$ cat config.mk
export PLATFORM = sky130hd
export DESIGN_NAME = vc_fifo_bank_flat
export DESIGN_NICKNAME = d
export VERILOG_FILES = /design/src/rtl/vc_fifo_pkg.sv /design/src/rtl/vc_fifo_bank_if.sv /design/src/rtl/vc_fifo_ch.sv /design/src/rtl/vc_fifo_bank.sv /design/src/flat_wrapper.sv
export SDC_FILE = /design/constraint.sdc
export NUM_CORES = 1
export LEC_CHECK = 0
export CORE_MARGIN = 1
export CORE_UTILIZATION = 55
export DETAILED_ROUTE_END_ITERATION = 10
export GPL_ROUTABILITY_DRIVEN = 0
export PLACE_DENSITY = 0.79
export SYNTH_ARGS = -nofsm -noshare
export SYNTH_HDL_FRONTEND = slang
export SYNTH_SLANG_ARGS = --single-unit
$ cat constraint.sdc
create_clock -name clk -period 3.1 [get_ports clk]
set_input_delay 0.31 -clock clk [delete_from_list [all_inputs] [get_ports clk]]
set_output_delay 0.31 -clock clk [all_outputs]
set_load 0.01 [all_outputs]
$ cat src/rtl/vc_fifo_pkg.sv
// vc_fifo_pkg: shared sizing helpers for the virtual-channel FIFO bank.
//   clog2()   - ceiling log2 used to size VC index fields
//   vcw()     - VC index width, at least 1 bit
//   thr_w()   - width of one packed threshold slice (LEN+1)
//   thr_lsb() - LSB of VC i's slice inside a packed threshold bus
package vc_fifo_pkg;

    localparam int BW_DEF     = 6;
    localparam int LEN_DEF    = 2;
    localparam int NUM_VC_DEF = 2;

    function automatic int clog2(input int n);
        int r;
        r = 0;
        for (int v = 1; v < n; v = v << 1) r++;
        return r;
    endfunction

    function automatic int vcw(input int n);
        return (n < 2) ? 1 : clog2(n);
    endfunction

    function automatic int thr_w(input int len);
        return len + 1;
    endfunction

    function automatic int thr_lsb(input int vc, input int len);
        return vc * (len + 1);
    endfunction

endpackage

$ cat src/rtl/vc_fifo_bank_if.sv
// vc_fifo_bank_if: push/pop bus of the VC FIFO bank.
//   master modport (producer/consumer side): drives wr, wr_vc, data_in, rd,
//     umbral_bajo, umbral_alto; observes data_out, data_out_vc,
//     data_out_valid and the per-VC full/empty/almost/error flags.
//   slave modport (vc_fifo_bank side): the mirror image.
interface vc_fifo_bank_if import vc_fifo_pkg::*; #(
    parameter int BW     = BW_DEF,
    parameter int LEN    = LEN_DEF,
    parameter int NUM_VC = NUM_VC_DEF
);
    localparam int VCW = vcw(NUM_VC);
    localparam int TW  = thr_w(LEN);

    logic                   wr;
    logic [VCW-1:0]         wr_vc;
    logic [BW-1:0]          data_in;
    logic                   rd;
    logic [NUM_VC*TW-1:0]   umbral_bajo;
    logic [NUM_VC*TW-1:0]   umbral_alto;
    logic [BW-1:0]          data_out;
    logic [VCW-1:0]         data_out_vc;
    logic                   data_out_valid;
    logic [NUM_VC-1:0]      full;
    logic [NUM_VC-1:0]      empty;
    logic [NUM_VC-1:0]      almost_full;
    logic [NUM_VC-1:0]      almost_empty;
    logic [NUM_VC-1:0]      error_output;

    modport master (
        output wr, wr_vc, data_in, rd, umbral_bajo, umbral_alto,
        input  data_out, data_out_vc, data_out_valid,
               full, empty, almost_full, almost_empty, error_output
    );

    modport slave (
        input  wr, wr_vc, data_in, rd, umbral_bajo, umbral_alto,
        output data_out, data_out_vc, data_out_valid,
               full, empty, almost_full, almost_empty, error_output
    );

endinterface

$ cat src/rtl/vc_fifo_ch.sv
// vc_fifo_ch: one virtual-channel FIFO of DEPTH=2**LEN words.
//   clk, reset_L   clock / async active-low reset
//   push_i         write request addressed to this VC
//   pop_i          arbiter grant; ignored when empty
//   data_i         push data
//   thr_lo_i/hi_i  live low/high occupancy thresholds
//   head_o         word at the read pointer
//   full_o/empty_o occupancy == DEPTH / == 0
//   afull_o        count >= thr_hi_i
//   aempty_o       count <= thr_lo_i
//   err_o          sticky: a push was dropped because the VC was full
module vc_fifo_ch import vc_fifo_pkg::*; #(
    parameter int BW  = BW_DEF,
    parameter int LEN = LEN_DEF
) (
    input  logic          clk,
    input  logic          reset_L,
    input  logic          push_i,
    input  logic          pop_i,
    input  logic [BW-1:0] data_i,
    input  logic [LEN:0]  thr_lo_i,
    input  logic [LEN:0]  thr_hi_i,
    output logic [BW-1:0] head_o,
    output logic          full_o,
    output logic          empty_o,
    output logic          afull_o,
    output logic          aempty_o,
    output logic          err_o
);
    localparam int DEPTH = 1 << LEN;

    logic [BW-1:0]  mem_q [DEPTH];
    logic [LEN-1:0] wp_q, wp_d, rp_q, rp_d;
    logic [LEN:0]   cnt_q, cnt_d;
    logic           err_q, err_d;
    logic           do_pop, acc;

    assign do_pop = pop_i && !empty_o;
    // A full VC still accepts a push when it pops in the same cycle.
    assign acc    = push_i && (!full_o || do_pop);

    always_comb begin
        wp_d  = acc    ? wp_q + 1'b1 : wp_q;
        rp_d  = do_pop ? rp_q + 1'b1 : rp_q;
        cnt_d = cnt_q + {{LEN{1'b0}}, acc} - {{LEN{1'b0}}, do_pop};
        err_d = err_q | (push_i && !acc);
    end

    always_ff @(posedge clk or negedge reset_L) begin
        if (!reset_L) begin
            wp_q  <= '0;
            rp_q  <= '0;
            cnt_q <= '0;
            err_q <= 1'b0;
        end else begin
            wp_q  <= wp_d;
            rp_q  <= rp_d;
            cnt_q <= cnt_d;
            err_q <= err_d;
        end
    end

    // Storage needs no reset: pointers and count define what is valid.
    always_ff @(posedge clk) begin
        if (acc) mem_q[wp_q] <= data_i;
    end

    assign head_o   = mem_q[rp_q];
    assign full_o   = cnt_q == (LEN+1)'(DEPTH);
    assign empty_o  = cnt_q == '0;
    assign afull_o  = cnt_q >= thr_hi_i;
    assign aempty_o = cnt_q <= thr_lo_i;
    assign err_o    = err_q;

endmodule

$ cat src/rtl/vc_fifo_bank.sv
// vc_fifo_bank: NUM_VC independent VC FIFOs behind one shared push port and
// one arbitrated, registered pop port.
//   clk      single clock, rising edge
//   reset_L  asynchronous active-low reset
//   bus      vc_fifo_bank_if.slave: push (wr/wr_vc/data_in), pop ready (rd),
//            packed thresholds, registered pop output and per-VC flags
// Build option VC_RR_ARB_EN: round-robin pop arbitration with a last-grant
// pointer; otherwise strict priority with the highest VC index winning.
module vc_fifo_bank import vc_fifo_pkg::*; #(
    parameter int BW     = BW_DEF,
    parameter int LEN    = LEN_DEF,
    parameter int NUM_VC = NUM_VC_DEF
) (
    input logic           clk,
    input logic           reset_L,
    vc_fifo_bank_if.slave bus
);
    localparam int VCW = vcw(NUM_VC);
    localparam int TW  = thr_w(LEN);

    logic [BW-1:0]     head [NUM_VC];
    logic [NUM_VC-1:0] full_v, empty_v, afull_v, aempty_v, err_v;
    logic [VCW-1:0]    grant_vc;
    logic              grant_any, pop_any;
    logic [BW-1:0]     data_q, data_d;
    logic [VCW-1:0]    vc_q, vc_d;
    logic              valid_q, valid_d;

    for (genvar g = 0; g < NUM_VC; g++) begin : g_ch
        vc_fifo_ch #(.BW(BW), .LEN(LEN)) u_ch (
            .clk      (clk),
            .reset_L  (reset_L),
            .push_i   (bus.wr && (bus.wr_vc == VCW'(g))),
            .pop_i    (pop_any && (grant_vc == VCW'(g))),
            .data_i   (bus.data_in),
            .thr_lo_i (bus.umbral_bajo[thr_lsb(g, LEN) +: TW]),
            .thr_hi_i (bus.umbral_alto[thr_lsb(g, LEN) +: TW]),
            .head_o   (head[g]),
            .full_o   (full_v[g]),
            .empty_o  (empty_v[g]),
            .afull_o  (afull_v[g]),
            .aempty_o (aempty_v[g]),
            .err_o    (err_v[g])
        );
    end

`ifdef VC_RR_ARB_EN
    logic [VCW-1:0] last_q, last_d;

    // Search begins one past the last granted VC; first non-empty VC wins.
    always_comb begin
        int idx;
        grant_vc  = '0;
        grant_any = 1'b0;
        idx       = 0;
        for (int k = 1; k <= NUM_VC; k++) begin
            idx = (int'(last_q) + k) % NUM_VC;
            if (!grant_any && !empty_v[idx]) begin
                grant_any = 1'b1;
                grant_vc  = VCW'(idx);
            end
        end
        last_d = pop_any ? grant_vc : last_q;
    end

    always_ff @(posedge clk or negedge reset_L) begin
        if (!reset_L) last_q <= '0;
        else          last_q <= last_d;
    end
`else
    // Ascending scan: the last non-empty VC seen (highest index) wins.
    always_comb begin
        grant_vc  = '0;
        grant_any = 1'b0;
        for (int k = 0; k < NUM_VC; k++) begin
            if (!empty_v[k]) begin
                grant_any = 1'b1;
                grant_vc  = VCW'(k);
            end
        end
    end
`endif

    assign pop_any = bus.rd && grant_any;

    always_comb begin
        data_d  = pop_any ? head[grant_vc] : data_q;
        vc_d    = pop_any ? grant_vc : vc_q;
        valid_d = pop_any;
    end

    always_ff @(posedge clk or negedge reset_L) begin
        if (!reset_L) begin
            data_q  <= '0;
            vc_q    <= '0;
            valid_q <= 1'b0;
        end else begin
            data_q  <= data_d;
            vc_q    <= vc_d;
            valid_q <= valid_d;
        end
    end

    assign bus.data_out       = data_q;
    assign bus.data_out_vc    = vc_q;
    assign bus.data_out_valid = valid_q;
    assign bus.full           = full_v;
    assign bus.empty          = empty_v;
    assign bus.almost_full    = afull_v;
    assign bus.almost_empty   = aempty_v;
    assign bus.error_output   = err_v;

endmodule

$ cat src/flat_wrapper.sv
// flat-port wrapper written by rule: the top's interface ports become plain ports
module vc_fifo_bank_flat import vc_fifo_pkg::*;
#(
    parameter int BW     = BW_DEF,
    parameter int LEN    = LEN_DEF,
    parameter int NUM_VC = NUM_VC_DEF
)
  (clk, reset_L, bus_wr, bus_wr_vc, bus_data_in, bus_rd, bus_umbral_bajo, bus_umbral_alto, bus_data_out, bus_data_out_vc, bus_data_out_valid, bus_full, bus_empty, bus_almost_full, bus_almost_empty, bus_error_output);
  vc_fifo_bank_if #(.BW(BW), .LEN(LEN), .NUM_VC(NUM_VC)) bus_i ();
  input logic clk;
  input logic reset_L;
  input wire logic [$bits(bus_i.wr)-1:0] bus_wr;
  input wire logic [$bits(bus_i.wr_vc)-1:0] bus_wr_vc;
  input wire logic [$bits(bus_i.data_in)-1:0] bus_data_in;
  input wire logic [$bits(bus_i.rd)-1:0] bus_rd;
  input wire logic [$bits(bus_i.umbral_bajo)-1:0] bus_umbral_bajo;
  input wire logic [$bits(bus_i.umbral_alto)-1:0] bus_umbral_alto;
  output wire logic [$bits(bus_i.data_out)-1:0] bus_data_out;
  output wire logic [$bits(bus_i.data_out_vc)-1:0] bus_data_out_vc;
  output wire logic [$bits(bus_i.data_out_valid)-1:0] bus_data_out_valid;
  output wire logic [$bits(bus_i.full)-1:0] bus_full;
  output wire logic [$bits(bus_i.empty)-1:0] bus_empty;
  output wire logic [$bits(bus_i.almost_full)-1:0] bus_almost_full;
  output wire logic [$bits(bus_i.almost_empty)-1:0] bus_almost_empty;
  output wire logic [$bits(bus_i.error_output)-1:0] bus_error_output;
  assign bus_i.wr = bus_wr;
  assign bus_i.wr_vc = bus_wr_vc;
  assign bus_i.data_in = bus_data_in;
  assign bus_i.rd = bus_rd;
  assign bus_i.umbral_bajo = bus_umbral_bajo;
  assign bus_i.umbral_alto = bus_umbral_alto;
  assign bus_data_out = bus_i.data_out;
  assign bus_data_out_vc = bus_i.data_out_vc;
  assign bus_data_out_valid = bus_i.data_out_valid;
  assign bus_full = bus_i.full;
  assign bus_empty = bus_i.empty;
  assign bus_almost_full = bus_i.almost_full;
  assign bus_almost_empty = bus_i.almost_empty;
  assign bus_error_output = bus_i.error_output;
  vc_fifo_bank #(.BW(BW), .LEN(LEN), .NUM_VC(NUM_VC)) u_core (.clk(clk), .reset_L(reset_L), .bus(bus_i));
endmodule
# --- Word-level counts from Yosys, hierarchy flattened ---
# Memories as Yosys holds them, arrays and structs flattened.
# Index checks and enable logic that the tools add are counted.
word_totals:
  regBits: 24
  mem_bits_rw: 48
  out_inout_bits: 18
  elab_cells: 63
  memories: 2
mem_list:
  columns: ["name", "depth", "word_bits", "read_ports", "rd_ports_with_merged_regs", "write_ports", "line_no", "text"]
  rows:
  - ["u_core.g_ch[0].u_ch.mem_q", 4, 6, 1, 0, 1, "vc_fifo_ch.sv:32", "logic [BW-1:0] mem_q [DEPTH];"]
  - ["u_core.g_ch[1].u_ch.mem_q", 4, 6, 1, 0, 1, "vc_fifo_ch.sv:32", null]
op_classes:
  add_sub_neg: 8
  n_lt_le_gt_ge: 5
  eq_ne: 2
  mux: 10
  n_bitwise: 4
  n_reduce_logical: 21
ops:
  columns: ["operator", "n"]
  rows:
  - ["$mux 6", 3]
  - ["$logic_and 1x1->1", 11]
  - ["$add 2x1->2 const B", 4]
  - ["$mux 1", 7]
  - ["$add 3x1->3", 2]
  - ["$eq 3x3->1 const B", 2]
  - ["$ge 3x3->1", 2]
  - ["$le 3x3->1", 2]
  - ["$logic_not 1->1", 6]
  - ["$logic_not 3->1", 2]
  - ["$sub 3x1->3", 2]
  - ["$ge 2x2->1 const B", 1]
  - ["$logic_or 1x1->1", 2]
  - ["$not 1->2", 1]
  - ["$or 1x1->1", 2]
  - ["$not 1->1", 1]

# --- Longest topological paths before layout ---
# Gate-level depths: netlist of the first run.
depth:
  ltp_word: 11
  depth_mapped: 7

# --- Modules after synthesis ---
# From an unflattened synthesis of the first run, not the netlist that was laid out.
unflattened:
  cells_unflattened: 216
  hier_area_um2: 3359.5
modules_own_cells:
  columns: ["module", "n_inst", "cells_each", "area_each_um2", "seq_area_each_um2"]
  rows:
  - ["vc_fifo_ch", 2, 87, 1480.2, 920.9]
  - ["vc_fifo_bank", 1, 42, 399.1, 200.2]

# --- Least setup slack after synthesis of the first run ---
# OpenSTA, ideal clock, no wires.
synth_timing:
  path_type: "register to register"
  start: "register u_core.g_ch[1].u_ch.cnt_q[1]"
  end: "register u_core.g_ch[1].u_ch.cnt_q[2]"
  arrival_ns: 2.056
  setup_slack_ns: 0.964
  stages_incl_launch_ff: 8
  cell_sequence: "dfrtp_1 nor4b_1 nor2_1 a21bo_2 ha_1 fa_1 xnor2_1 xnor2_1"
synth_via:
  elab_chain_cells: 9
  word_cells_on_any_way: 13
  classes_between: "add/sub: 2; eq/ne: 1; mux: 2; reduce/logical: 8"
synth_lines:
  columns: ["item", "line_no", "text"]
  rows:
  - ["start: declaration", "vc_fifo_ch.sv:34", "logic [LEN:0] cnt_q, cnt_d;"]
  - ["start signal: assignment", "vc_fifo_ch.sv:58", "cnt_q <= cnt_d;"]
  - ["$logic_not 3->1", "vc_fifo_ch.sv:70", "assign empty_o = cnt_q == '0;"]
  - ["$mux 1", "vc_fifo_bank.sv:76", "if (!empty_v[k]) begin"]
  - ["$logic_and 1x1->1", "vc_fifo_bank.sv:84", "assign pop_any = bus.rd && grant_any;"]
  - ["$logic_and 1x1->1", "vc_fifo_bank.sv:34", ".pop_i (pop_any && (grant_vc == VCW'(g))),"]
  - ["$logic_and 1x1->1", "vc_fifo_ch.sv:38", "assign do_pop = pop_i && !empty_o;"]
  - ["$logic_or 1x1->1", "vc_fifo_ch.sv:40", "assign acc = push_i && (!full_o || do_pop);"]
  - ["$logic_and 1x1->1", "vc_fifo_ch.sv:40", null]
  - ["$add 3x1->3", "vc_fifo_ch.sv:45", "cnt_d = cnt_q + {{LEN{1'b0}}, acc} - {{LEN{1'b0}}, do_pop};"]
  - ["$sub 3x1->3 (*)", "vc_fifo_ch.sv:45", null]
  - ["named net u_core.g_ch[1].u_ch.cnt_d[2]", "vc_fifo_ch.sv:34", null]
# The timed path passes the listed nets; every way through them passes the cells marked *.
# A chain may end at the register's enable or synchronous reset.

# --- Worst setup path after layout of the first run ---
layout_timing:
  start: "register u_core.g_ch[1].u_ch.cnt_q[0]"
  end: "output port bus_almost_full[1]"
layout_via:
  elab_chain_cells: 1
layout_lines:
  columns: ["item", "line_no", "text"]
  rows:
  - ["$ge 3x3->1", "vc_fifo_ch.sv:71", "assign afull_o = cnt_q >= thr_hi_i;"]
  - ["end: declaration", "flat_wrapper.sv:23", "output wire logic [$bits(bus_i.almost_full)-1:0] bus_almost_full;"]
# No other way between the ends.

==> impl_metrics.ini, run 1 <==
[power_and_ir_drop]
switching_share_pct = 31.32
power_frac_clock_pct = 22.4
pwr-share-comb_pct = 33.9
total_leakage_power_nw = 1.551
powerDensity_mw_per_mm2 = 871.3
vdd_drop_max_uv = 498.8
internal_power_mw = 2.379
power.switching_mw = 1.085
power_frac_seq_pct = 43.8

[final_layout]
final_cells = 332
drive_gt1_share_pct = 19.46
fin_util_pct = 67.54
diodes = 0
nNetsFinal = 299
area_delta_synth_final_pct = 18.81
final_common_cell = edfxtp_1
layout_common_cells = edfxtp_1 (48), clkdlybuf4s50_1 (40), dfrtp_1 (24)
design_area_mm2 = 0.003975

[timing]
fmax_mhz = 406.7
finClkSkew_ns = 0.01173
maxSlewViolCount = 0
worst_pin_slew_ns = 0.4963
finalHoldViolCount = 0
finalCritPeriodShare_pct = 79.33
min_period_ns = 2.459
rsz0062_at_grt = false
setup_tns_ns = 0
slew_headroom_pct = 66.91
timing.final.ws_setup_ns = 0.6409
finalSetupViolCount = 0

[logic_synthesis]
yosys_warnings = 0
ys_ff_latch = 72
synthSimpleGateAreaFrac_pct = 6.993
synthArstFlopShare_pct = 33.33
synth_nets = 260
syn_area_mm2 = 0.003346
synthMuxAreaShare_pct = 8.863
synth_xor_area_share_pct = 2.618
yosys.area.top_type_share_pct = 43.08
synth_top_cell_by_area = edfxtp_1
synth.distinct_cells = 40
netlist_instances = 213
avgSynthCellArea_um2 = 15.71
synth_ff_type = edfxtp_1
synthAdderAreaFrac_pct = 9.424
synth.area.top_cells = edfxtp_1 (43%), dfrtp_1 (18%), ha_1 (8.2%), mux4_2 (8.1%), xnor2_1 (2.4%)
synth_edf_count = 48
synth_compound_area_share_pct = 6.395
ys_seq_area_share_pct = 61.03
synth_top_family_by_area = adder cells

[die]
io-pin-count = 41
die_w_um = 80.00
dieArea_mm2 = 0.006399
num_rows = 28
start_util_pct = 56.85
die_h_um = 80.00
coreArea_mm2 = 0.005886

[setup_path]
slowest_delay_ns = 0.48
cp_top_family = buffers and inverters
path_class = flop to primary output
critPathRequiredTime_ns = 2.79
cpMaxStageDelayCell = dfrtp_1
crit_buf_inv = 2
path_cells = inv_1 -> ha_1 -> nand2b_1 -> a21o_1 -> a21o_1 -> clkdlybuf4s50_1
worstPathArrival_ns = 2.15
start_kind = flop
cp_common_cell = a21o_1
critPathCaptureType = primary output
crit_path_max_fanout = 7

[clocking]
clock_latency_ns = 0.34
hold_buffers = 0
h-tree-depth = 3
clockBufferDepth = 2
numCtsBuffers = 9
root_buffer = clkbuf_8
postCtsSetupRepairBufs = 0
cts.clk_slew.worst_paths_ns = 0.08
cts_tree = done
cts_resized = 0
cts_num_sinks = 72

[global_routing]
gr-usage-met2_pct = 33.59
antenna_found_initial = 0
top_usage_layer = met2
grt_max_degree = 25
grt_pass1_wl_mm = 8.983
grt_overflow = 0
use_met3_pct = 7.200
grt_pass1_vias = 1865
met1_usage_pct = 23.78
track_usage_pct = 20.35

[outcome]
status = finished clean

[placed_design]
numPortBuffers = 40
hpwlAfterDp_mm = 3.998
detailedPlace.worstSlack_ns = 0.4468
dp_cells = 316
placed_area_mm2 = 0.003762

[detailed_routing]
drc_errors = 0
ant_nets = 0
via_count = 1822
avgRoutedWirePerCell_um = 17.14
dr.pass1.iters = 4
wirelength_mm = 5.690
drtIter0Drc = 81
via_per_inst = 5.488

[job]
drv_cap = 0

[hold_path]
hp-class = primary input to asynchronous set/reset pin
-- per-stage QoR --
step           power [mW]  hold WS (ns)
4_1_cts             3.499        0.3279
2_1_floorplan       2.354       0.01441
3_3_place_gp        2.682        0.4621
5_1_grt             3.677        0.3602
6_report            3.463        0.3258
3_5_place_dp        2.732        0.4613
-- logic make-up (layout without fill, tap and decap cells) --
group / count (synthesis) / in the layout
buffers and inverters: 31 / 75
AOI/OAI and AO/OA: 23 / 23
adders and majority gates: 24 / 24
DFF: 72 / 72
and+or+nand+nor: 39 / 39
muxes: 14 / 14
xor gates and xnor gates: 10 / 10
-- power by group through the flow --
stage | clock network (mW) | logic, mW | registers [mW]
global placement | 0 | 1.15 | 1.53
detailed placement | 0 | 1.19 | 1.54
finish | 0.774 | 1.17 | 1.52
global route | 0.831 | 1.29 | 1.55
CTS | 0.783 | 1.20 | 1.52
floorplan | 0 | 0.934 | 1.42
-- worst register-to-register path, cell delays in order (launching register included) --
cell	delay (ns)
dfrtp_1	0.48
nor4b_1	0.44
nor2_1	0.20
a21bo_2	0.25
ha_1	0.18
fa_1	0.37
xnor2_1	0.19
xnor2_1	0.13
-- state kept, by name, indices dropped and copies added, names as in the netlist --
name / count
u_core.bus.data_out_valid: 1
u_core.g_ch.u_ch.wp_q: 4
u_core.bus.data_out: 6
u_core.bus.data_out_vc: 1
u_core.g_ch.u_ch.rp_q: 4
u_core.g_ch.u_ch.mem_q: 48
u_core.g_ch.u_ch.err_o: 2
u_core.g_ch.u_ch.cnt_q: 6
-- worst paths after layout --
| check | startpoint | end | slack [ns] | depth (start not counted) |
|---|---|---|---|---|
| worst max-delay path | u_core.g_ch[1].u_ch.cnt_q[0] | bus_almost_full[1] | 0.64 | 6 |
| worst min-delay path | reset_L | u_core.bus.data_out[0] | 0.33 | 2 |
| worst max register to register | u_core.g_ch[1].u_ch.cnt_q[1] | u_core.g_ch[1].u_ch.cnt_q[2] | 0.77 | 7 |
| worst min register to register | u_core.g_ch[1].u_ch.err_o | u_core.g_ch[1].u_ch.err_o | 0.47 | 1 |
| max in group asynchronous | reset_L | u_core.g_ch[1].u_ch.rp_q[0] | 2.51 | 2 |
| min in group clk | u_core.g_ch[1].u_ch.err_o | u_core.g_ch[1].u_ch.err_o | 0.47 | 1 |
-- cells in the mapped netlist (4+ instances only) --
cell type  number
a21o_1          4
o221a_2         5
nand2b_1        8
inv_1          17
buf_4          10
dfrtp_1        24
and2_1          4
nand3_1         5
ha_1           22
and2_2          4
xnor2_1         9
edfxtp_1       48
mux4_2         12
nand2_1         7
-- layout make-up --
class / count / area [µm²]
well taps: 75 / 93.84
multi-input cells: 110 / 1147
repair buffers: 42 / 415.4
clock buffers: 10 / 148.9
clock inverters: 6 / 63.81
flip-flops and latches: 72 / 2042
inverters: 17 / 63.81
fillers: 417 / 1911
-- routing by layer --
| metal | up-vias | share of wire, % |
|---|---|---|
| li1 | 854 | - |
| met1 | 894 | 41 |
| met4 | 0 | 2.6 |
| met5 | - | 0 |
| met3 | 16 | 5.1 |
| met2 | 58 | 51 |
(Power assumes the default switching activity.)
==> run 2: changes to the inputs <==
Settings changed: CORE_UTILIZATION 55 to 50, PLACE_DENSITY 0.79 to 0.76.
Clock period 3.1 ns to 2 ns, I/O delays scaled along.
==> impl_metrics.ini, run 2 (synthesis results as in run 1) <==
[final_layout]
final_common_cell = edfxtp_1
nNetsFinal = 336
seqCellArea_mm2 = 0.002046
drive_gt1_share_pct = 36.73
layout_common_cells = edfxtp_1 (48), clkdlybuf4s50_1 (32), buf_4 (31)
largest_reg_flops = 48
fill_cells = 443
area_delta_synth_final_pct = 31.86
diodes = 0
multiInputGateArea_mm2 = 0.001290
design_area_mm2 = 0.004412
final_cells = 371
top_register = u_core.g_ch.u_ch.mem_q

[timing]
finalCritPeriodShare_pct = 103.3
min_period_ns = 2.067
finClkSkew_ns = 0.01642
rsz0062_at_grt = true
timing.final.ws_setup_ns = -0.06652
finalHoldViolCount = 0
maxSlewViolCount = 0
worst_pin_slew_ns = 0.4505
fmax_mhz = 483.9
slew_headroom_pct = 69.71
setup_tns_ns = -0.06652
finalSetupViolCount = 1

[setup_path]
reg2reg_from = u_core.g_ch[1].u_ch.cnt_q[1]
critPathCaptureType = flop
r2r_slack_ns = -0.07
crit_path_max_fanout = 4
r2r_end = u_core.g_ch[1].u_ch.cnt_q[2]
r2r.worst_path.cells = 8
start_kind = flop
worstPathArrival_ns = 2.28
critPathRequiredTime_ns = 2.22
path_class = flop to flop

[detailed_routing]
via_count = 1954
drc_errors = 11
drtIter0Drc = 128
wirelength_mm = 6.198
via_per_inst = 5.267
ant_nets = 0
dr.pass1.iters = 7
avgRoutedWirePerCell_um = 16.71

[power_and_ir_drop]
power.total_mw = 5.967
vdd_drop_max_uv = 746.6
powerDensity_mw_per_mm2 = 1352
total_leakage_power_nw = 1.803

[placed_design]
detailedPlace.worstSlack_ns = -0.2074
dp_cells = 343
numPortBuffers = 40
placed_area_mm2 = 0.003969
hpwlAfterDp_mm = 4.297

[job]
drv_cap = 0

[clocking]
hold_buffers = 0
root_buffer = clkbuf_8
cts_num_sinks = 72
cts_tree = done
cts.clk_slew.worst_paths_ns = 0.08
clockBufferDepth = 2
clock_latency_ns = 0.34
h-tree-depth = 3
numCtsBuffers = 9

[global_routing]
grt_pass1_vias = 2034
antenna_found_initial = 0
grt_pass1_wl_mm = 9.873
grt_max_degree = 25
grt_overflow = 0
track_usage_pct = 18.88

[die]
coreArea_mm2 = 0.006422
io-pin-count = 41
start_util_pct = 52.09
dieArea_mm2 = 0.007022
die_h_um = 83.80
num_rows = 29
die_w_um = 83.80

[hold_path]
hp-class = primary input to asynchronous set/reset pin

[outcome]
status = complete, but fails checks
violations = design-rule violations, negative setup slack
[run 2: how the worst max path moves through the flow]
| stage | depth (start not counted) | slack [ns] | end | from |
|---|---|---|---|---|
| 5_1_grt | 8 | -0.11 | u_core.g_ch[1].u_ch.cnt_q[2] | u_core.g_ch[1].u_ch.cnt_q[1] |
| 2_1_floorplan | 6 | -0.07 | u_core.g_ch[0].u_ch.cnt_q[2] | u_core.g_ch[1].u_ch.cnt_q[1] |
| 3_5_place_dp | 9 | -0.21 | u_core.g_ch[1].u_ch.cnt_q[2] | bus_rd |
| 3_3_place_gp | 9 | -0.16 | u_core.g_ch[1].u_ch.cnt_q[2] | bus_rd |
| 4_1_cts | 8 | -0.08 | u_core.g_ch[1].u_ch.cnt_q[2] | u_core.g_ch[1].u_ch.cnt_q[1] |
| 6_report | 8 | -0.07 | u_core.g_ch[1].u_ch.cnt_q[2] | u_core.g_ch[1].u_ch.cnt_q[1] |
[run 2: final cells by class]
| class | count | area share, % |
|---|---|---|
| Clock buffer | 12 | 3.290 |
| Clock inverter | 4 | 1.021 |
| Inverter | 17 | 1.446 |
| Multi-Input combinational cell | 110 | 29.24 |
| Sequential cell | 72 | 46.37 |
| Tap cell | 77 | 2.184 |
| Timing Repair Buffer | 79 | 16.45 |
[run 2: layer usage]
metal,global-route usage (%),up-vias,wire [µm]
met2,29.96,58,3119
met5,0,-,0
met3,5.539,6,324
li1,-,932,-
met1,24.54,958,2691
met4,7.680,0,62
[run 2: what timing repair did]
item	CTS	global route
cloned	0	0
gates resized for setup	28	27
buffers inserted	8	4
setup endpoints to repair	8	34
pin swaps	5	7
[run 2: power breakdown]
part	leakage (nW)	switching [mW]	total [mW]	internal (mW)
clock	0.100	0.503	1.11	0.605
sequential	0.706	0.310	2.26	1.95
combinational	0.998	1.05	2.60	1.55
total	1.80	1.86	5.97	4.10
[run 2: critical path, stage by stage, from the launching register on]
cell and delay (ns):
dfrtp_2 0.41, buf_6 0.13, o31a_4 0.36, nand2_4 0.07, a21bo_4 0.23, ha_4 0.15
fa_2 0.34, xnor2_2 0.14, xnor2_1 0.12
[run 2: metrics by stage]
stage	util [%]	hold slack, ns
floorplan	-	-0.09559
global placement	61.80	0.4534
detailed placement	61.80	0.4596
CTS	66.28	0.2360
global route	68.69	0.2564
finish	68.69	0.2366
